--- config.mk ---
export PLATFORM = sky130hd
export DESIGN_NAME = ddi_timing_ctrl
export DESIGN_NICKNAME = d
export VERILOG_FILES = /design/src/rtl/ddi_defs_pkg.sv /design/src/rtl/ddi_dwell_counter.sv /design/src/rtl/ddi_timing_ctrl.sv
export SDC_FILE = /design/constraint.sdc
export NUM_CORES = 1
export LEC_CHECK = 0
export BUFFER_PORTS_ARGS = -buffer_cell sky130_fd_sc_hd__buf_2
export CORE_UTILIZATION = 50
export DETAILED_ROUTE_END_ITERATION = 10
export PLACE_DENSITY = 0.69
export SLEW_MARGIN = 40
export SYNTH_ARGS = -nofsm -noshare
export SYNTH_HDL_FRONTEND = slang
export SYNTH_SLANG_ARGS = --single-unit
--- constraint.sdc ---
create_clock -name clk -period 2.2 [get_ports clk]
set_clock_uncertainty 0.05 [all_clocks]
set_input_delay 0.33 -clock clk [delete_from_list [all_inputs] [get_ports clk]]
set_output_delay 0.33 -clock clk [all_outputs]
set_load 0.01 [all_outputs]
--- src/rtl/ddi_defs_pkg.sv ---
// Shared DDI constants: FSM state codes, phase codes and priority directions.
// The state-machine block imports this same package.
package ddi_defs;

  localparam logic [3:0] ALL_RED          = 4'd0;
  localparam logic [3:0] PHASE_1_GREEN    = 4'd1;
  localparam logic [3:0] PHASE_1_YELLOW   = 4'd2;
  localparam logic [3:0] PHASE_2_GREEN    = 4'd3;
  localparam logic [3:0] PHASE_2_YELLOW   = 4'd4;
  localparam logic [3:0] EASTBOUND_GREEN  = 4'd5;
  localparam logic [3:0] EASTBOUND_YELLOW = 4'd6;
  localparam logic [3:0] WESTBOUND_GREEN  = 4'd7;
  localparam logic [3:0] WESTBOUND_YELLOW = 4'd8;
  localparam logic [3:0] MAINTENANCE      = 4'd9;

  typedef enum logic [1:0] {
    PHASE_1   = 2'b00,
    PHASE_2   = 2'b01,
    PHASE_PRI = 2'b10
  } phase_e;

  localparam logic EAST_PRIORITY = 1'b0;
  localparam logic WEST_PRIORITY = 1'b1;

  // Codes above MAINTENANCE are not part of the shared encoding.
  function automatic logic is_illegal(input logic [3:0] code);
    return (code > MAINTENANCE);
  endfunction

endpackage

--- src/rtl/ddi_dwell_counter.sv ---
// Tracks the previous FSM state and counts how long the current state has
// been held; eff reads 0 in the cycle a new state is first seen.
module ddi_dwell_counter
  import ddi_defs::*;
#(
  parameter int CNT_W = 16
) (
  input  logic             clk,
  input  logic             rst_n,
  input  logic [3:0]       state_in,
  input  logic             freeze,
  output logic [3:0]       state_q,
  output logic             entry,
  output logic [CNT_W-1:0] eff
);

  localparam logic [CNT_W-1:0] CNT_ONE = {{(CNT_W-1){1'b0}}, 1'b1};
  localparam logic [CNT_W-1:0] CNT_MAX = {CNT_W{1'b1}};

  logic [CNT_W-1:0] elapsed;

  assign entry = (state_in != state_q);
  assign eff   = entry ? {CNT_W{1'b0}} : elapsed;

  // State history and saturating dwell count; frozen while in maintenance.
  always_ff @(posedge clk or negedge rst_n) begin
    if (!rst_n) begin
      state_q <= ALL_RED;
      elapsed <= {CNT_W{1'b0}};
    end else begin
      state_q <= state_in;
      if (entry) begin
        elapsed <= CNT_ONE;
      end else if (freeze || (elapsed == CNT_MAX)) begin
        elapsed <= elapsed;
      end else begin
        elapsed <= elapsed + CNT_ONE;
      end
    end
  end

endmodule

--- src/rtl/ddi_timing_ctrl.sv ---
// Dwell timing and phase scheduling for the single-DDI traffic FSM: expires
// each light state, latches priority demand and picks the next phase.
module ddi_timing_ctrl
  import ddi_defs::*;
#(
  parameter int CNT_W            = 16,
  parameter int ALL_RED_CYCLES   = 2,
  parameter int GREEN_CYCLES     = 20,
  parameter int YELLOW_CYCLES    = 4,
  parameter int PRI_GREEN_CYCLES = 10
) (
  input  logic       clk,
  input  logic       rst_n,
  input  logic [3:0] state_in,
  input  logic       east_req,
  input  logic       west_req,
  output logic       timing_done,
  output logic [1:0] phase,
  output logic       sync,
  output logic       east_pend,
  output logic       west_pend,
  output logic       bad_state
);

  localparam logic [CNT_W-1:0] LIM_ALL_RED = CNT_W'(ALL_RED_CYCLES - 1);
  localparam logic [CNT_W-1:0] LIM_GREEN   = CNT_W'(GREEN_CYCLES - 1);
  localparam logic [CNT_W-1:0] LIM_YELLOW  = CNT_W'(YELLOW_CYCLES - 1);
  localparam logic [CNT_W-1:0] LIM_PRI     = CNT_W'(PRI_GREEN_CYCLES - 1);

  logic [3:0]       state_q;
  logic             entry;
  logic [CNT_W-1:0] eff;
  logic [CNT_W-1:0] lim;
  logic             timed;
  logic             maint_exit;
  phase_e           phase_q;
  phase_e           last_normal;
  logic             last_pri;

  ddi_dwell_counter #(.CNT_W(CNT_W)) u_dwell (
    .clk      (clk),
    .rst_n    (rst_n),
    .state_in (state_in),
    .freeze   (state_in == MAINTENANCE),
    .state_q  (state_q),
    .entry    (entry),
    .eff      (eff)
  );

  // Last count value of each timed state; untimed states never expire.
  always_comb begin
    lim   = {CNT_W{1'b0}};
    timed = 1'b1;
    case (state_in)
      ALL_RED:                            lim = LIM_ALL_RED;
      PHASE_1_GREEN, PHASE_2_GREEN:       lim = LIM_GREEN;
      PHASE_1_YELLOW, PHASE_2_YELLOW,
      EASTBOUND_YELLOW, WESTBOUND_YELLOW: lim = LIM_YELLOW;
      EASTBOUND_GREEN, WESTBOUND_GREEN:   lim = LIM_PRI;
      default:                            timed = 1'b0;
    endcase
  end

  assign timing_done = rst_n & timed & (eff == lim);
  assign maint_exit  = entry && (state_q == MAINTENANCE) && (state_in == ALL_RED);
  assign phase       = phase_q;

  // Demand latches, sticky illegal-state flag and phase decisions at yellow exits.
  always_ff @(posedge clk or negedge rst_n) begin
    if (!rst_n) begin
      east_pend   <= 1'b0;
      west_pend   <= 1'b0;
      bad_state   <= 1'b0;
      phase_q     <= PHASE_2;
      sync        <= EAST_PRIORITY;
      last_pri    <= WEST_PRIORITY;
      last_normal <= PHASE_2;
    end else begin
      east_pend <= (east_pend | east_req) & ~(entry && (state_in == EASTBOUND_GREEN));
      west_pend <= (west_pend | west_req) & ~(entry && (state_in == WESTBOUND_GREEN));
      bad_state <= bad_state | is_illegal(state_in);
      if (maint_exit) begin
        phase_q <= PHASE_2;
      end else if (timing_done) begin
        case (state_in)
          PHASE_1_YELLOW, PHASE_2_YELLOW: begin
            last_normal <= (state_in == PHASE_1_YELLOW) ? PHASE_1 : PHASE_2;
            if (east_pend || west_pend) begin
              phase_q <= PHASE_PRI;
              // Tie goes to whichever side was not served most recently.
              sync    <= (east_pend && west_pend) ? ~last_pri : west_pend;
            end else begin
              phase_q <= (state_in == PHASE_1_YELLOW) ? PHASE_1 : PHASE_2;
            end
          end
          EASTBOUND_YELLOW: begin
            phase_q  <= last_normal;
            last_pri <= EAST_PRIORITY;
          end
          WESTBOUND_YELLOW: begin
            phase_q  <= last_normal;
            last_pri <= WEST_PRIORITY;
          end
          default: phase_q <= phase_q;
        endcase
      end else begin
        phase_q <= phase_q;
      end
    end
  end

endmodule

# After elaboration in Yosys (flattened, before gate mapping)
# Cells that the tools add are included.
# word_totals
wordCells,69
register_bits,29
in_bits,8
# op_classes
bitwise_logic,11
reduce_logical,21
n_eq_ne,14
magnitude_cmp,1
n_mux,12
n_addsub,1
# ops
op,n
16-bit two-way mux,3
5-bit one-hot mux with 4 select lines,1
"16-bit by 1-bit adder with 16-bit output, second input constant",1
16-bit == test,1
"16-bit == test, second input constant",1
"4-bit by 3-bit == test with 1-bit output, second input constant",4
"4-bit == test, second input constant",3
9-bit OR reduction,1
"4-bit by 2-bit == test with 1-bit output, second input constant",2
2-bit OR reduction,4
2-bit two-way mux,3
3-bit AND reduction,2
1-bit logical AND,5
1-bit bitwise AND,4
"4-bit by 1-bit == test with 1-bit output, second input constant",1
"4-bit > comparator, second input constant",1
4-bit logical NOT,1
4-bit != test,1
1-bit NOT,4
2-bit one-hot mux with 2 select lines,1
4-bit AND reduction,1
2-bit nonzero test,2
4-bit OR reduction,1
1-bit two-way mux,3
6 further kinds,9

# Logic depth before layout (Yosys ltp)
# Gate-level depths: netlist (run 1).
# depth
word_depth,7
mapped_depth,7
mapped_depth_nobuf,6

# Modules after synthesis
# Synthesis (run 1) repeated with hierarchy kept, for this count alone.
# unflattened
cells_unflattened,191
hier_area_um2,1820.5
# modules_own_cells
module,area_per_inst_um2,cells_each,n_inst
ddi_dwell_counter,1171.1,116,1
ddi_timing_ctrl,649.4,75,1

# Worst setup path before layout (run 1)
# No wires, ideal clock.
# synth_path
path_type,reg2reg
from,register u_dwell.elapsed[3]
to,"register phase_q[1], in the netlist phase[1]"
setup_time_ns,0.077
arrival_time_ns,1.701
setup_slack_ns,0.371
path_stages_with_launch,6
n_path_buf,0
path_cell_list,dfrtp_1 -> or2_1 -> o32ai_4 -> o2111ai_2 -> or3_1 -> a21oi_1
# synth_between
elab_chain_cells,5
# synth_rtl
item,line_no,text
from (decl),ddi_dwell_counter.sv:20,logic [CNT_W-1:0] elapsed;
from (signal assigned),ddi_dwell_counter.sv:29,elapsed <= {CNT_W{1'b0}};
from (signal assigned),ddi_dwell_counter.sv:35,elapsed <= elapsed;
from (signal assigned),ddi_dwell_counter.sv:37,elapsed <= elapsed + CNT_ONE;
16-bit two-way mux,ddi_dwell_counter.sv:23,assign eff = entry ? {CNT_W{1'b0}} : elapsed;
16-bit == test,ddi_timing_ctrl.sv:64,assign timing_done = rst_n & timed & (eff == lim);
1-bit bitwise AND,ddi_timing_ctrl.sv:64,
2-bit nonzero test (no line),n/a,
2-bit AND reduction (no line),n/a,
to (signal assigned),ddi_timing_ctrl.sv:93,phase_q <= (state_in == PHASE_1_YELLOW) ? PHASE_1 : PHASE_2;
to (signal assigned),ddi_timing_ctrl.sv:97,phase_q <= last_normal;
to (signal assigned),ddi_timing_ctrl.sv:101,phase_q <= last_normal;
to (decl),ddi_timing_ctrl.sv:36,phase_e phase_q;
# No other way between the ends.
# A chain may end at the register's enable or synchronous reset.

# Final worst setup path (run 1)
# layout_path
from,register u_dwell.elapsed[6]
to,output timing_done
# layout_between
elab_chain_cells,3
# layout_rtl
item,line_no,text
16-bit two-way mux,ddi_dwell_counter.sv:23,
16-bit == test,ddi_timing_ctrl.sv:64,
1-bit bitwise AND,ddi_timing_ctrl.sv:64,
to (decl),ddi_timing_ctrl.sv:17,"output logic timing_done,"
# No other way between the ends.

==> report_table.html, run 1 <==
<table>
<tr><th>Metric</th><th>Value</th></tr>
<tr><th colspan="2">Clock tree</th></tr>
<tr><td>Number of buffers created by CTS</td><td>3</td></tr>
<tr><td>Number of clock sinks</td><td>28</td></tr>
<tr><td>Clock latency at the later pin of the worst-skew pair</td><td>0.33 ns</td></tr>
<tr><td>Number of buffers on the longest clock path</td><td>2</td></tr>
<tr><td>Clock Tree Root</td><td>sky130_fd_sc_hd__clkbuf_4</td></tr>
<tr><td>Number of H-tree branching levels</td><td>1</td></tr>
<tr><td>Clock tree from TritonCTS</td><td>done</td></tr>
<tr><td>Clock-pin slew reported for the worst setup and hold paths after clock tree synthesis</td><td>0.14 ns</td></tr>
<tr><th colspan="2">Synth</th></tr>
<tr><td>Dominant cells by area after synthesis</td><td>sky130_fd_sc_hd__dfrtp_1 (36%), sky130_fd_sc_hd__xnor2_1 (7.6%), sky130_fd_sc_hd__dfstp_2 (4.5%)</td></tr>
<tr><td>Top-area cell type share of the netlist area</td><td>0.3608</td></tr>
<tr><td>Count of flip-flops with a built-in enable after synthesis</td><td>0</td></tr>
<tr><td>Yosys top cell by area</td><td>sky130_fd_sc_hd__dfrtp_1</td></tr>
<tr><td>Average instance area after synthesis</td><td>9.742 um2</td></tr>
<tr><td>Syn_nets</td><td>187</td></tr>
<tr><td>Async S/R FF share, synth</td><td>1.000</td></tr>
<tr><td>Synthesized area</td><td>1734 um2</td></tr>
<tr><td>Cell count after synthesis</td><td>178</td></tr>
<tr><td>#FFs+latches synth</td><td>28</td></tr>
<tr><td>Ys Warns</td><td>0</td></tr>
<tr><td>Proportion of synthesized chip area in sequential cells</td><td>0.4062</td></tr>
<tr><td>Distinct cells, synth</td><td>51</td></tr>
<tr><td>Primary flip-flop cell chosen by synthesis mapping</td><td>sky130_fd_sc_hd__dfrtp_1</td></tr>
<tr><th colspan="2">Timing</th></tr>
<tr><td>Setup ws final</td><td>0.06659 ns</td></tr>
<tr><td>Remaining max-slew budget at the tightest pin</td><td>0.7608</td></tr>
<tr><td>Number of setup violations in the final report</td><td>0</td></tr>
<tr><td>Post-route fraction of the period consumed by the critical path</td><td>0.9697</td></tr>
<tr><td>Transition at the pin with the smallest max-transition slack</td><td>0.3497 ns</td></tr>
<tr><td>Hold slack</td><td>0.1946 ns</td></tr>
<tr><td>Shortest period the worst path allows</td><td>2.133 ns</td></tr>
<tr><td>Number of endpoints with negative hold slack in the final report</td><td>0</td></tr>
<tr><td>Final max-slew violation count</td><td>0</td></tr>
<tr><td>Fmax</td><td>0.4687 GHz</td></tr>
<tr><th colspan="2">Critical path</th></tr>
<tr><td>Max incr delay on CP</td><td>0.48 ns</td></tr>
<tr><td>Arr. time, crit path</td><td>1.75 ns</td></tr>
<tr><td>Ordered cell list for the critical path</td><td>nor4_2 -&gt; and3_4 -&gt; o2111ai_1 -&gt; nor2_1 -&gt; buf_2</td></tr>
<tr><td>Slowest-stage cell, CP</td><td>sky130_fd_sc_hd__dfrtp_2</td></tr>
<tr><td>Crit path kind</td><td>flip-flop to output pin</td></tr>
<tr><td>Minimum setup slack among reg-to-reg paths</td><td>0.17 ns</td></tr>
<tr><td>CP Launch Type</td><td>flip-flop</td></tr>
<tr><td>Critical Path Sink Type</td><td>output pin</td></tr>
<tr><td>Critical path peak fanout</td><td>3</td></tr>
<tr><td>Required time worst endpoint</td><td>1.82 ns</td></tr>
<tr><th colspan="2">Detailed routing</th></tr>
<tr><td>Antenna Nets Post-Route</td><td>0</td></tr>
<tr><td>Number of DRC markers after the initial detailed-route iteration</td><td>110</td></tr>
<tr><td>Number of vias after detailed routing</td><td>1431</td></tr>
<tr><td>Remaining routing DRC violations</td><td>0</td></tr>
<tr><td>Final WL</td><td>3.648 mm</td></tr>
<tr><td>Average routed wire per standard cell</td><td>15.14 um</td></tr>
<tr><td>Detailed Routing Iterations Pass 1</td><td>4</td></tr>
<tr><td>Vias per cell</td><td>5.938</td></tr>
<tr><th colspan="2">Floorplanning</th></tr>
<tr><td>Die height</td><td>60.89 um</td></tr>
<tr><td>Die W</td><td>60.89 um</td></tr>
<tr><td>Overall die area</td><td>3708 um2</td></tr>
<tr><td>Cell row count</td><td>21</td></tr>
<tr><td>Starting utilization of the core area</td><td>0.5197</td></tr>
<tr><td>Std-Cell Core Area</td><td>3337 um2</td></tr>
<tr><td>I/O Pins</td><td>15</td></tr>
<tr><th colspan="2">Finish</th></tr>
<tr><td>Sequential cell area</td><td>708.2 um2</td></tr>
<tr><td>Area used by multi-input combinational logic</td><td>1001 um2</td></tr>
<tr><td>Final antenna diode count</td><td>0</td></tr>
<tr><td>Final-layout fill cell count</td><td>295</td></tr>
<tr><td>Final net count</td><td>205</td></tr>
<tr><td>Share of cells above drive strength 1</td><td>0.2359</td></tr>
<tr><td>Leading cell type in the layout, fill and taps excluded</td><td>sky130_fd_sc_hd__dfrtp_1</td></tr>
<tr><td>End-of-flow core utilization</td><td>0.5827</td></tr>
<tr><td>Area growth from synthesis to final layout</td><td>12.12%</td></tr>
<tr><td>Top library cells by usage in the layout, fill and taps aside</td><td>sky130_fd_sc_hd__dfrtp_1 (22), sky130_fd_sc_hd__nor2_1 (20), sky130_fd_sc_hd__xnor2_1 (15), sky130_fd_sc_hd__buf_2 (14), sky130_fd_sc_hd__nand2_1 (10)</td></tr>
<tr><td>Finished Cell Area</td><td>1944 um2</td></tr>
<tr><th colspan="2">Flow run</th></tr>
<tr><td>Max-cap violation count</td><td>0</td></tr>
<tr><th colspan="2">Placed design</th></tr>
<tr><td>Routability Congestion</td><td>0.7750</td></tr>
<tr><td>Post-Place Worst Slack</td><td>0.1053 ns</td></tr>
<tr><td>Detailed placer's ending HPWL</td><td>2.648 mm</td></tr>
<tr><td>Count of input and output buffers</td><td>14</td></tr>
<tr><td>Placed cell area</td><td>1839 um2</td></tr>
<tr><th colspan="2">Global route</th></tr>
<tr><td>Via count of the first global-routing pass</td><td>1386</td></tr>
<tr><td>Largest net degree at the start of global routing</td><td>29</td></tr>
<tr><td>Global-route wire length before repair</td><td>6.175 mm</td></tr>
<tr><td>Initial antenna violation count</td><td>0</td></tr>
<tr><td>GRT Overall Usage</td><td>0.2247</td></tr>
<tr><td>Overflow left after global routing</td><td>0</td></tr>
<tr><th colspan="2">Hold path</th></tr>
<tr><td>Worst Hold Class</td><td>input pin to flip-flop</td></tr>
<tr><th colspan="2">Power and ir drop</th></tr>
<tr><td>Power per cell area</td><td>452.0 nW/um2</td></tr>
<tr><td>Worst VDD drop</td><td>0.0002918 V</td></tr>
<tr><td>LEAKAGE</td><td>0.0007158 uW</td></tr>
<tr><th colspan="2">Status</th></tr>
<tr><td>Outcome</td><td>finished clean</td></tr>
</table>
cells by family after synthesis:
family,Yosys count,share of synthesized area
compound gates,35,0.1587
buf+inv,14,0.04112
simple gates,81,0.2908
xor+xnor,19,0.09596
fa+ha+maj,1,0.007214
flops,28,0.4062
where the power goes:
| part | internal [uW] | switching, uW | leakage (uW) | total (uW) |
|---|---|---|---|---|
| Clock | 71.1 | 145 | 0.0000150 | 216 |
| Combinational | 52.0 | 73.7 | 0.000354 | 126 |
| Sequential | 528 | 9.17 | 0.000347 | 537 |
cell usage after synthesis (3+ instances only):
master                     number
sky130_fd_sc_hd__nor3_1         4
sky130_fd_sc_hd__nand3_1        8
sky130_fd_sc_hd__nor2_1        20
sky130_fd_sc_hd__o21ai_0        5
sky130_fd_sc_hd__xnor2_1       15
sky130_fd_sc_hd__nor4_1         3
sky130_fd_sc_hd__xor2_1         4
sky130_fd_sc_hd__nand2b_1       3
sky130_fd_sc_hd__dfstp_2        3
sky130_fd_sc_hd__nand2_1       10
sky130_fd_sc_hd__a21oi_1        8
sky130_fd_sc_hd__nand4_1        6
sky130_fd_sc_hd__and3_1         5
sky130_fd_sc_hd__clkbuf_1       3
sky130_fd_sc_hd__a211oi_1       3
sky130_fd_sc_hd__dfrtp_1       25
sky130_fd_sc_hd__inv_1          5
what timing repair did:
action,CTS,global route
hold buffers,1,0
buffers inserted,1,2
pin swaps,1,3
resized for setup,1,8
endpoints found under the hold margin,25,0
gates cloned,0,0
setup endpoints to repair,1,1
metal layers:
metal  routed length [um]  GRT usage
met3                  120    0.01919
met4                   84    0.07468
met2                 1790     0.3972
met5                    0          0
met1                 1654     0.2895
flip-flops by register name (all words and copies together), names as in the netlist:
signal and count:
west_pend 1, east_pend 1, bad_state 1, u_dwell.state_q 4
u_dwell.elapsed 16, phase 2, last_normal 1, sync 1
last_pri 1
path summary, 6_finish.rpt:
check	from	end	cells after the start
worst max-delay path	u_dwell.elapsed[6]$_DFFE_PN0P_	timing_done	5
worst min-delay path	state_in[2]	u_dwell.state_q[2]$_DFF_PN0_	1
worst max register to register	u_dwell.elapsed[3]$_DFFE_PN0P_	phase[1]$_DFFE_PN0P_	7
worst min register to register	bad_state$_DFF_PN0_	bad_state$_DFF_PN0_	1
max in group asynchronous	rst_n	last_pri$_DFFE_PN1P_	3
min in group asynchronous	rst_n	u_dwell.state_q[2]$_DFF_PN0_	3
layout make-up:
type                            count  area share
Clock buffer                        4     0.01351
Inverter                            5    0.009653
Tap cell                           46     0.02960
Multi-Input combinational cell    136      0.5148
Timing Repair Buffer               22     0.06821
Sequential cell                    28      0.3642
worst max-delay path, delay by kind of cell, from the launching register on:
family,cells,cell delay [ns]
compound gates,1,0.12
buf+inv,1,0.15
flops,1,0.48
simple gates,3,0.67
per-stage QoR:
| step | setup TNS, ns | total power, uW | std cells |
|---|---|---|---|
| 2_1_floorplan | 0 | 624.6 | 178 |
| 3_3_place_gp | 0 | 659.1 | 233 |
| 3_5_place_dp | 0 | 664.5 | 233 |
| 4_1_cts | 0 | 883.8 | 239 |
| 5_1_grt | -0.02343 | 921.7 | 241 |
| 6_report | 0 | 878.8 | 241 |
Power figures use the tool's default switching activity.
==> run 2, diff against run 1 <==
--- a/config.mk
+++ b/config.mk
@@ -5,11 +5,12 @@
 export SDC_FILE = /design/constraint.sdc
 export NUM_CORES = 1
 export LEC_CHECK = 0
+export ABC_AREA = 1
 export BUFFER_PORTS_ARGS = -buffer_cell sky130_fd_sc_hd__buf_2
 export CORE_UTILIZATION = 50
 export DETAILED_ROUTE_END_ITERATION = 10
 export PLACE_DENSITY = 0.69
-export SLEW_MARGIN = 40
+export SLEW_MARGIN = 20
 export SYNTH_ARGS = -nofsm -noshare
 export SYNTH_HDL_FRONTEND = slang
 export SYNTH_SLANG_ARGS = --single-unit
==> run 2 against run 1 <==
Compared with the run above: final cell count is 24% higher; synthesized cell count is 29% higher; synthesized area is 4.0% lower; critical path type unchanged; clock power is 18% higher; die area is 3.8% lower.
==> report_table.html, run 2 <==
<table>
<tr><th>Metric</th><th>Value</th></tr>
<tr><th colspan="2">Global route</th></tr>
<tr><td>Overflow left after global routing</td><td>0 (unchanged)</td></tr>
<tr><td>Initial antenna violation count</td><td>0 (unchanged)</td></tr>
<tr><td>Via count of the first global-routing pass</td><td>1441 (+4.0%)</td></tr>
<tr><td>Largest net degree at the start of global routing</td><td>29 (unchanged)</td></tr>
<tr><td>GRT Overall Usage</td><td>0.2320 (+0.007340)</td></tr>
<tr><td>Global-route wire length before repair</td><td>6.078 mm (-1.6%)</td></tr>
<tr><th colspan="2">Clock tree</th></tr>
<tr><td>Number of clock sinks</td><td>28 (unchanged)</td></tr>
<tr><td>Number of buffers created by CTS</td><td>3 (unchanged)</td></tr>
<tr><td>Clock Tree Root</td><td>sky130_fd_sc_hd__clkbuf_4</td></tr>
<tr><td>Number of buffers on the longest clock path</td><td>2 (unchanged)</td></tr>
<tr><td>Clock tree from TritonCTS</td><td>done</td></tr>
<tr><td>Number of H-tree branching levels</td><td>1 (unchanged)</td></tr>
<tr><td>Clock-pin slew reported for the worst setup and hold paths after clock tree synthesis</td><td>0.15 ns (about the same)</td></tr>
<tr><td>Clock latency at the later pin of the worst-skew pair</td><td>0.33 ns (about the same)</td></tr>
<tr><th colspan="2">Synth</th></tr>
<tr><td>Synthesized area</td><td>1665 um2 (-4.0%)</td></tr>
<tr><td>Distinct cells, synth</td><td>32 (-37%)</td></tr>
<tr><td>Most numerous cell in the Yosys netlist</td><td>sky130_fd_sc_hd__nand2_1</td></tr>
<tr><td>Syn_nets</td><td>239 (+28%)</td></tr>
<tr><td>Count of flip-flops with a built-in enable after synthesis</td><td>0 (unchanged)</td></tr>
<tr><td>#FFs+latches synth</td><td>28 (unchanged)</td></tr>
<tr><td>Ys Warns</td><td>0 (unchanged)</td></tr>
<tr><td>Cell count after synthesis</td><td>230 (+29%)</td></tr>
<tr><td>Top cells by count, synth</td><td>sky130_fd_sc_hd__nand2_1 (56), sky130_fd_sc_hd__nor2_1 (37), sky130_fd_sc_hd__inv_1 (29), sky130_fd_sc_hd__dfrtp_1 (25), sky130_fd_sc_hd__nand3_1 (13)</td></tr>
<tr><td>Primary flip-flop cell chosen by synthesis mapping</td><td>sky130_fd_sc_hd__dfrtp_1</td></tr>
<tr><td>Yosys top cell by area</td><td>sky130_fd_sc_hd__dfrtp_1</td></tr>
<tr><td>Dominant cells by area after synthesis</td><td>sky130_fd_sc_hd__dfrtp_1 (38%), sky130_fd_sc_hd__nand2_1 (13%), sky130_fd_sc_hd__nor2_1 (8.3%)</td></tr>
<tr><td>Async S/R FF share, synth</td><td>1.000 (unchanged)</td></tr>
<tr><td>Top-area cell type share of the netlist area</td><td>0.3757 (+0.01491)</td></tr>
<tr><td>Proportion of synthesized chip area in sequential cells</td><td>0.4230 (+0.01679)</td></tr>
<tr><td>Average instance area after synthesis</td><td>7.241 um2 (-26%)</td></tr>
<tr><th colspan="2">Timing</th></tr>
<tr><td>Hold slack</td><td>0.1005 ns (-0.09415 ns)</td></tr>
<tr><td>Sum of negative setup slack</td><td>0 ns (unchanged)</td></tr>
<tr><td>Transition at the pin with the smallest max-transition slack</td><td>0.3586 ns (+0.008878 ns)</td></tr>
<tr><td>Fmax</td><td>0.4708 GHz (+0.44%)</td></tr>
<tr><td>Number of endpoints with negative hold slack in the final report</td><td>0 (unchanged)</td></tr>
<tr><td>Post-route fraction of the period consumed by the critical path</td><td>0.9655 (-0.004227)</td></tr>
<tr><td>Number of setup violations in the final report</td><td>0 (unchanged)</td></tr>
<tr><td>Remaining max-slew budget at the tightest pin</td><td>0.7609 (about the same)</td></tr>
<tr><td>Shortest period the worst path allows</td><td>2.124 ns (-0.009300 ns)</td></tr>
<tr><td>Setup repair after global routing missed its margin</td><td>true</td></tr>
<tr><td>Final max-slew violation count</td><td>0 (unchanged)</td></tr>
<tr><th colspan="2">Power and ir drop</th></tr>
<tr><td>Cell internal power dissipation</td><td>676.4 uW (+3.9%)</td></tr>
<tr><td>Part of the power in the clock network</td><td>0.278 (+0.032)</td></tr>
<tr><td>Sequential share of power</td><td>0.595 (-0.016)</td></tr>
<tr><td>Total power</td><td>916.2 uW (+4.3%)</td></tr>
<tr><td>LEAKAGE</td><td>0.0008961 uW (+25%)</td></tr>
<tr><td>Combinational Power Share</td><td>0.127 (-0.016)</td></tr>
<tr><td>Fraction of power spent switching nets</td><td>0.2617 (+0.002236)</td></tr>
<tr><td>Switching pwr</td><td>239.8 uW (+5.2%)</td></tr>
<tr><td>Power per cell area</td><td>481.8 nW/um2 (+6.6%)</td></tr>
<tr><td>Worst VDD drop</td><td>0.0002303 V (-21%)</td></tr>
<tr><th colspan="2">Finish</th></tr>
<tr><td>Share of cells above drive strength 1</td><td>0.2000 (-0.03590)</td></tr>
<tr><td>Final net count</td><td>265 (+29%)</td></tr>
<tr><td>Register with the highest flop count</td><td>u_dwell.elapsed</td></tr>
<tr><td>Number of flip-flops in the largest register</td><td>16 (unchanged)</td></tr>
<tr><td>Area growth from synthesis to final layout</td><td>14.20%</td></tr>
<tr><td>Number of standard cells in the layout, taps in and fillers out</td><td>299 (+24%)</td></tr>
<tr><td>Final antenna diode count</td><td>0 (unchanged)</td></tr>
<tr><td>Top library cells by usage in the layout, fill and taps aside</td><td>sky130_fd_sc_hd__nand2_1 (56), sky130_fd_sc_hd__nor2_1 (34), sky130_fd_sc_hd__inv_1 (29), sky130_fd_sc_hd__dfrtp_1 (25), sky130_fd_sc_hd__buf_2 (13)</td></tr>
<tr><td>End-of-flow core utilization</td><td>0.6129 (+0.03023)</td></tr>
<tr><td>Leading cell type in the layout, fill and taps excluded</td><td>sky130_fd_sc_hd__nand2_1</td></tr>
<tr><th colspan="2">Critical path</th></tr>
<tr><td>Critical path peak fanout</td><td>6 (+3)</td></tr>
<tr><td>Arr. time, crit path</td><td>1.74 ns (about the same)</td></tr>
<tr><td>Crit path kind</td><td>flip-flop to output pin</td></tr>
<tr><td>Worst reg2reg startpoint</td><td>u_dwell.elapsed[1]$_DFFE_PN0P_</td></tr>
<tr><td>CP Launch Type</td><td>flip-flop</td></tr>
<tr><td>Required time worst endpoint</td><td>1.82 ns (about the same)</td></tr>
<tr><td>Critical Path Sink Type</td><td>output pin</td></tr>
<tr><td>Launch point of the worst path</td><td>u_dwell.elapsed[2]$_DFFE_PN0P_</td></tr>
<tr><th colspan="2">Floorplanning</th></tr>
<tr><td>I/O Pins</td><td>15 (unchanged)</td></tr>
<tr><td>Std-Cell Core Area</td><td>3103 um2 (-7.0%)</td></tr>
<tr><td>Overall die area</td><td>3565 um2 (-3.8%)</td></tr>
<tr><td>Starting utilization of the core area</td><td>0.5367 (+0.01701)</td></tr>
<tr><td>Die W</td><td>59.71 um (-1.9%)</td></tr>
<tr><td>Die height</td><td>59.71 um (-1.9%)</td></tr>
<tr><td>Cell row count</td><td>20 (-4.8%)</td></tr>
<tr><th colspan="2">Hold path</th></tr>
<tr><td>Worst min-delay path startpoint</td><td>state_in[2]</td></tr>
<tr><td>Worst Hold Class</td><td>input pin to flip-flop</td></tr>
<tr><th colspan="2">Placed design</th></tr>
<tr><td>Placed Instances</td><td>290 (+24%)</td></tr>
<tr><td>Detailed placer's ending HPWL</td><td>2.668 mm (+0.76%)</td></tr>
<tr><td>Count of input and output buffers</td><td>14 (unchanged)</td></tr>
<tr><td>Routability Congestion</td><td>0.8851 (+14%)</td></tr>
<tr><th colspan="2">Flow run</th></tr>
<tr><td>Max-cap violation count</td><td>0 (unchanged)</td></tr>
<tr><th colspan="2">Detailed routing</th></tr>
<tr><td>Number of vias after detailed routing</td><td>1547 (+8.1%)</td></tr>
<tr><td>Vias per cell</td><td>5.174 (-13%)</td></tr>
<tr><td>Number of DRC markers after the initial detailed-route iteration</td><td>71 (-35%)</td></tr>
<tr><td>Remaining routing DRC violations</td><td>0 (unchanged)</td></tr>
<tr><td>Average routed wire per standard cell</td><td>11.99 um (-21%)</td></tr>
<tr><td>Antenna Nets Post-Route</td><td>0 (unchanged)</td></tr>
<tr><td>Detailed Routing Iterations Pass 1</td><td>4 (unchanged)</td></tr>
<tr><td>Final WL</td><td>3.584 mm (-1.8%)</td></tr>
<tr><th colspan="2">Status</th></tr>
<tr><td>Outcome</td><td>finished clean</td></tr>
</table>
==> run 2: cell types whose count changed after synthesis, sizes merged, moves of 5 or more <==
cell / previous run / this run
nand2: 10 / 58
inv: 5 / 32
nor2: 20 / 45
xnor2: 15 / 0
o21ai: 6 / 18
and3: 5 / 0
nand3: 8 / 13
==> run 2: layout make-up <==
| class | instances | area [um2] |
|---|---|---|
| Fill cell | 297 | 1201 |
| Multi-Input combinational cell | 168 | 839.6 |
| Sequential cell | 28 | 704.4 |
| Timing Repair Buffer | 23 | 146.4 |
| Inverter | 32 | 120.1 |
| Tap cell | 44 | 55.05 |
| Clock buffer | 4 | 36.28 |
==> run 2: kinds of logic after synthesis <==
family,after synthesis,share of synthesized area
buffers and inverters,34,0.08189
DFF,28,0.4230
xor gates and xnor gates,4,0.02103
and+or+nand+nor,128,0.3441
AOI/OAI and AO/OA,35,0.1225
adders and majority gates,1,0.007512
==> run 2: through the flow <==
step | instance area [um2] | setup WS (ns)
final | 1902 | 0.07589
after global placement | 1804 | 0.3391
after CTS | 1866 | 0.009720
after floorplan | 1665 | 0.5407
after detailed placement | 1804 | 0.3089
after global routing | 1902 | -0.08285
==> run 2: worst paths after layout <==
check | to | slack [ns] | cells after the start
min in group asynchronous | sync$_DFFE_PN0P_ | 0.50 | 3
min | u_dwell.state_q[2]$_DFF_PN0_ | 0.10 | 1
min reg2reg | phase[0]$_DFFE_PN1P_ | 0.44 | 2
max reg2reg | u_dwell.elapsed[5]$_DFFE_PN0P_ | 0.34 | 11
max | timing_done | 0.08 | 8
max in group asynchronous | last_normal[0]$_DFFE_PN1P_ | 1.29 | 3
==> run 2: power groups by stage <==
stage,Clock (uW),Combinational (uW),Sequential (uW)
floorplan,0,63.0,558
global placement,0,113,555
detailed placement,0,113,555
global route,291,133,548
CTS,261,115,546
finish,255,116,545
==> run 2: critical path, cell delays in order (launching register included) <==
cell and delay, ns:
sky130_fd_sc_hd__dfrtp_1 0.46, sky130_fd_sc_hd__nor2_2 0.14, sky130_fd_sc_hd__nand2_1 0.07, sky130_fd_sc_hd__nor2_2 0.13, sky130_fd_sc_hd__nand2_1 0.08, sky130_fd_sc_hd__nor2_2 0.12, sky130_fd_sc_hd__nand3_2 0.10, sky130_fd_sc_hd__nor2_4 0.19
sky130_fd_sc_hd__buf_6 0.12
==> run 2: routing by layer <==
layer  share of wire  GRT usage
met1            0.46     0.2910
met2            0.49     0.4016
met3           0.030    0.02597
met4           0.025    0.09967
met5               0          0
==> run 2: what timing repair did <==
item                                   CTS  global route
pin swaps                                0             4
setup buffers                            2             2
hold buffers                             1             0
setup endpoints to repair                1             1
endpoints found under the hold margin   25             0
resized for setup                        0             6
==> run 3, diff against run 2 <==
==> constraint.sdc (replaced) <==
create_clock -name clk -period 2.45 [get_ports clk]
set_clock_uncertainty 0.05 [all_clocks]
set_input_delay 0.3675 -clock clk [delete_from_list [all_inputs] [get_ports clk]]
set_output_delay 0.3675 -clock clk [all_outputs]
set_load 0.01 [all_outputs]
==> run 3 against run 2 <==
Compared with the run above: via count shrank 2.5%; die area did not move; routed wire length decreased by 3.7%; final cell count down 1.7%; power fell by 1.6%; flip-flop and latch count unchanged; utilization fell by 1.4 points; sequential power down 10%; clock power rose by 22%; first-iteration DRC count shrank 20%; clock-buffer cell count fell by 1.
==> report_table.html, run 3 (synthesized netlist as in run 2, its figures left out) <==
<table>
<tr><th>Metric</th><th>Value</th></tr>
<tr><th colspan="2">Clock tree</th></tr>
<tr><td>Number of clock sinks</td><td>28 (unchanged)</td></tr>
<tr><td>Clock latency at the later pin of the worst-skew pair</td><td>0.34 ns (about the same)</td></tr>
<tr><td>Clock-pin slew reported for the worst setup and hold paths after clock tree synthesis</td><td>0.15 ns (about the same)</td></tr>
<tr><td>Number of buffers on the longest clock path</td><td>2 (unchanged)</td></tr>
<tr><td>Number of H-tree branching levels</td><td>1 (unchanged)</td></tr>
<tr><td>Clock tree from TritonCTS</td><td>done</td></tr>
<tr><td>Clock Tree Root</td><td>sky130_fd_sc_hd__clkbuf_4</td></tr>
<tr><td>Number of buffers created by CTS</td><td>3 (unchanged)</td></tr>
<tr><td>Number of setup buffers added after CTS</td><td>0 (-2)</td></tr>
<tr><th colspan="2">Global route</th></tr>
<tr><td>Largest net degree at the start of global routing</td><td>29 (unchanged)</td></tr>
<tr><td>Global-route wire length before repair</td><td>5.802 mm (-4.5%)</td></tr>
<tr><td>Via count of the first global-routing pass</td><td>1378 (-4.4%)</td></tr>
<tr><td>Overflow left after global routing</td><td>0 (unchanged)</td></tr>
<tr><td>GRT Overall Usage</td><td>0.2204 (-0.01162)</td></tr>
<tr><td>Initial antenna violation count</td><td>0 (unchanged)</td></tr>
<tr><th colspan="2">Timing</th></tr>
<tr><td>Setup repair after global routing missed its margin</td><td>false</td></tr>
<tr><td>Fmax</td><td>0.4452 GHz</td></tr>
<tr><td>Remaining max-slew budget at the tightest pin</td><td>0.7479 (-0.01305)</td></tr>
<tr><td>Number of setup violations in the final report</td><td>0 (unchanged)</td></tr>
<tr><td>Final max-slew violation count</td><td>0 (unchanged)</td></tr>
<tr><td>Transition at the pin with the smallest max-transition slack</td><td>0.3781 ns (+0.01952 ns)</td></tr>
<tr><td>Sum of negative setup slack</td><td>0 ns (unchanged)</td></tr>
<tr><td>Number of endpoints with negative hold slack in the final report</td><td>0 (unchanged)</td></tr>
<tr><td>Shortest period the worst path allows</td><td>2.246 ns</td></tr>
<tr><td>Post-route fraction of the period consumed by the critical path</td><td>0.9168</td></tr>
<tr><th colspan="2">Detailed routing</th></tr>
<tr><td>Detailed Routing Iterations Pass 1</td><td>4 (unchanged)</td></tr>
<tr><td>Number of vias after detailed routing</td><td>1508 (-2.5%)</td></tr>
<tr><td>Remaining routing DRC violations</td><td>0 (unchanged)</td></tr>
<tr><td>Average routed wire per standard cell</td><td>11.73 um (-2.1%)</td></tr>
<tr><td>Vias per cell</td><td>5.129 (-0.86%)</td></tr>
<tr><td>Antenna Nets Post-Route</td><td>0 (unchanged)</td></tr>
<tr><td>Number of DRC markers after the initial detailed-route iteration</td><td>57 (-20%)</td></tr>
<tr><td>Final WL</td><td>3.450 mm (-3.7%)</td></tr>
<tr><th colspan="2">Critical path</th></tr>
<tr><td>Arr. time, crit path</td><td>1.83 ns (+0.09 ns)</td></tr>
<tr><td>Ordered cell list for the critical path</td><td>dlygate4sd3_1 -&gt; buf_2 -&gt; inv_1 -&gt; nor2_1 -&gt; nand2_1 -&gt; nor2_1 -&gt; nand2_1 -&gt; nor2_1 -&gt; nand3_1 -&gt; nor2_4 -&gt; buf_2</td></tr>
<tr><td>R2R Path End</td><td>u_dwell.elapsed[3]$_DFFE_PN0P_</td></tr>
<tr><td>Critical Path Sink Type</td><td>output pin</td></tr>
<tr><td>Cell occurring most often along the worst timing path</td><td>sky130_fd_sc_hd__nor2_1</td></tr>
<tr><td>Crit path kind</td><td>input pin to output pin</td></tr>
<tr><td>Critical path peak fanout</td><td>6 (unchanged)</td></tr>
<tr><td>CP Launch Type</td><td>input pin</td></tr>
<tr><td>Worst reg2reg startpoint</td><td>u_dwell.elapsed[1]$_DFFE_PN0P_</td></tr>
<tr><td>Worst r2r path cells</td><td>11 (unchanged)</td></tr>
<tr><td>Max incr delay on CP</td><td>0.52 ns (+0.06 ns)</td></tr>
<tr><td>Slowest-stage cell, CP</td><td>sky130_fd_sc_hd__dlygate4sd3_1</td></tr>
<tr><td>Required time worst endpoint</td><td>2.03 ns (+0.21 ns)</td></tr>
<tr><td>Minimum setup slack among reg-to-reg paths</td><td>0.38 ns (+0.04 ns)</td></tr>
<tr><th colspan="2">Placed design</th></tr>
<tr><td>Routability Congestion</td><td>0.8904 (+0.60%)</td></tr>
<tr><td>Count of input and output buffers</td><td>14 (unchanged)</td></tr>
<tr><td>Detailed placer's ending HPWL</td><td>2.618 mm (-1.9%)</td></tr>
<tr><td>Placed cell area</td><td>1797 um2 (-0.42%)</td></tr>
<tr><th colspan="2">Floorplanning</th></tr>
<tr><td>Starting utilization of the core area</td><td>0.5367 (unchanged)</td></tr>
<tr><td>Std-Cell Core Area</td><td>3103 um2 (unchanged)</td></tr>
<tr><td>Die height</td><td>59.71 um (unchanged)</td></tr>
<tr><td>Cell row count</td><td>20 (unchanged)</td></tr>
<tr><td>Die W</td><td>59.71 um (unchanged)</td></tr>
<tr><td>I/O Pins</td><td>15 (unchanged)</td></tr>
<tr><td>Overall die area</td><td>3565 um2 (unchanged)</td></tr>
<tr><th colspan="2">Hold path</th></tr>
<tr><td>Worst Hold Class</td><td>input pin to flip-flop</td></tr>
<tr><td>Worst Hold Path EP</td><td>u_dwell.state_q[2]$_DFF_PN0_</td></tr>
<tr><td>Worst min-delay path startpoint</td><td>state_in[2]</td></tr>
<tr><td>Hold Path Cell Cnt</td><td>1 (unchanged)</td></tr>
<tr><th colspan="2">Finish</th></tr>
<tr><td>Register with the highest flop count</td><td>u_dwell.elapsed</td></tr>
<tr><td>Number of flip-flops in the largest register</td><td>16 (unchanged)</td></tr>
<tr><td>Area growth from synthesis to final layout</td><td>11.65%</td></tr>
<tr><td>Final net count</td><td>260 (-1.9%)</td></tr>
<tr><td>Final antenna diode count</td><td>0 (unchanged)</td></tr>
<tr><td>Leading cell type in the layout, fill and taps excluded</td><td>sky130_fd_sc_hd__nand2_1</td></tr>
<tr><td>Top library cells by usage in the layout, fill and taps aside</td><td>sky130_fd_sc_hd__nand2_1 (56), sky130_fd_sc_hd__nor2_1 (37), sky130_fd_sc_hd__inv_1 (29), sky130_fd_sc_hd__dfrtp_1 (25), sky130_fd_sc_hd__buf_2 (14)</td></tr>
<tr><td>Finished Cell Area</td><td>1859 um2 (-2.2%)</td></tr>
<tr><td>Share of cells above drive strength 1</td><td>0.1680 (-0.03200)</td></tr>
<tr><th colspan="2">Power and ir drop</th></tr>
<tr><td>Worst VDD drop</td><td>0.0002521 V (+9.5%)</td></tr>
<tr><td>Power per cell area</td><td>484.9 nW/um2 (+0.66%)</td></tr>
<tr><td>LEAKAGE</td><td>0.0008753 uW (-2.3%)</td></tr>
<tr><th colspan="2">Flow run</th></tr>
<tr><td>Max-cap violation count</td><td>0 (unchanged)</td></tr>
<tr><th colspan="2">Status</th></tr>
<tr><td>Outcome</td><td>finished clean</td></tr>
</table>
[run 3: timing repair]
action,in CTS,in global routing
hold buffers,1,0
gates resized for setup,0,0
endpoints found under the hold margin,25,0
[run 3: cell type report]
cell class                 count  area, um2
fill                         318       1244
timing repair buffer          18      102.6
tap                           44      55.05
inverter                      32      120.1
clock buffer                   3      22.52
multi-input combinational    168      824.5
sequential                    28      704.4
clock inverter                 1      30.03
[run 3: how the worst max path moves through the flow]
stage / start / endpoint / slack [ns]
after detailed placement: u_dwell.elapsed[1]$_DFFE_PN0P_ / u_dwell.elapsed[8]$_DFFE_PN0P_ / 0.43
after global placement: u_dwell.elapsed[0]$_DFFE_PN0P_ / u_dwell.elapsed[3]$_DFFE_PN0P_ / 0.47
after floorplan: u_dwell.elapsed[1]$_DFFE_PN0P_ / u_dwell.elapsed[5]$_DFFE_PN0P_ / 0.79
final: rst_n / timing_done / 0.20
after CTS: rst_n / timing_done / 0.18
after global routing: rst_n / timing_done / 0.09
[run 3: worst max-delay path, delay by kind of cell]
| family | cells | cell delay (ns) |
|---|---|---|
| buffers and inverters | 4 | 0.83 |
| AND/OR/NAND/NOR | 7 | 0.64 |
[run 3: stage by stage]
step	worst slack (ns)	hold WS [ns]	instances	util	power, uW
floorplan	0.7907	0.02191	230	-	557.7
detailed placement	0.4341	0.3761	289	0.5790	599.6
finish	0.2038	0.1328	294	0.5992	901.6
CTS	0.1834	0.1244	294	0.5992	910.8
global route	0.09085	0.1069	294	0.5992	949.2
global placement	0.4700	0.3733	289	0.5790	598.6
[run 3: metal layers]
layer	GRT usage	wire length, um	vias up
li1	-	-	778
met1	0.2604	1572	685
met2	0.3968	1655	35
met3	0.02165	123	10
met4	0.1063	100	0
met5	0	0	-
[run 3: power by group]
part	total (uW)	switching, uW	internal, uW
clock network	310	145	166
registers	490	9.39	480
logic	102	66.9	34.6
total	902	221	681
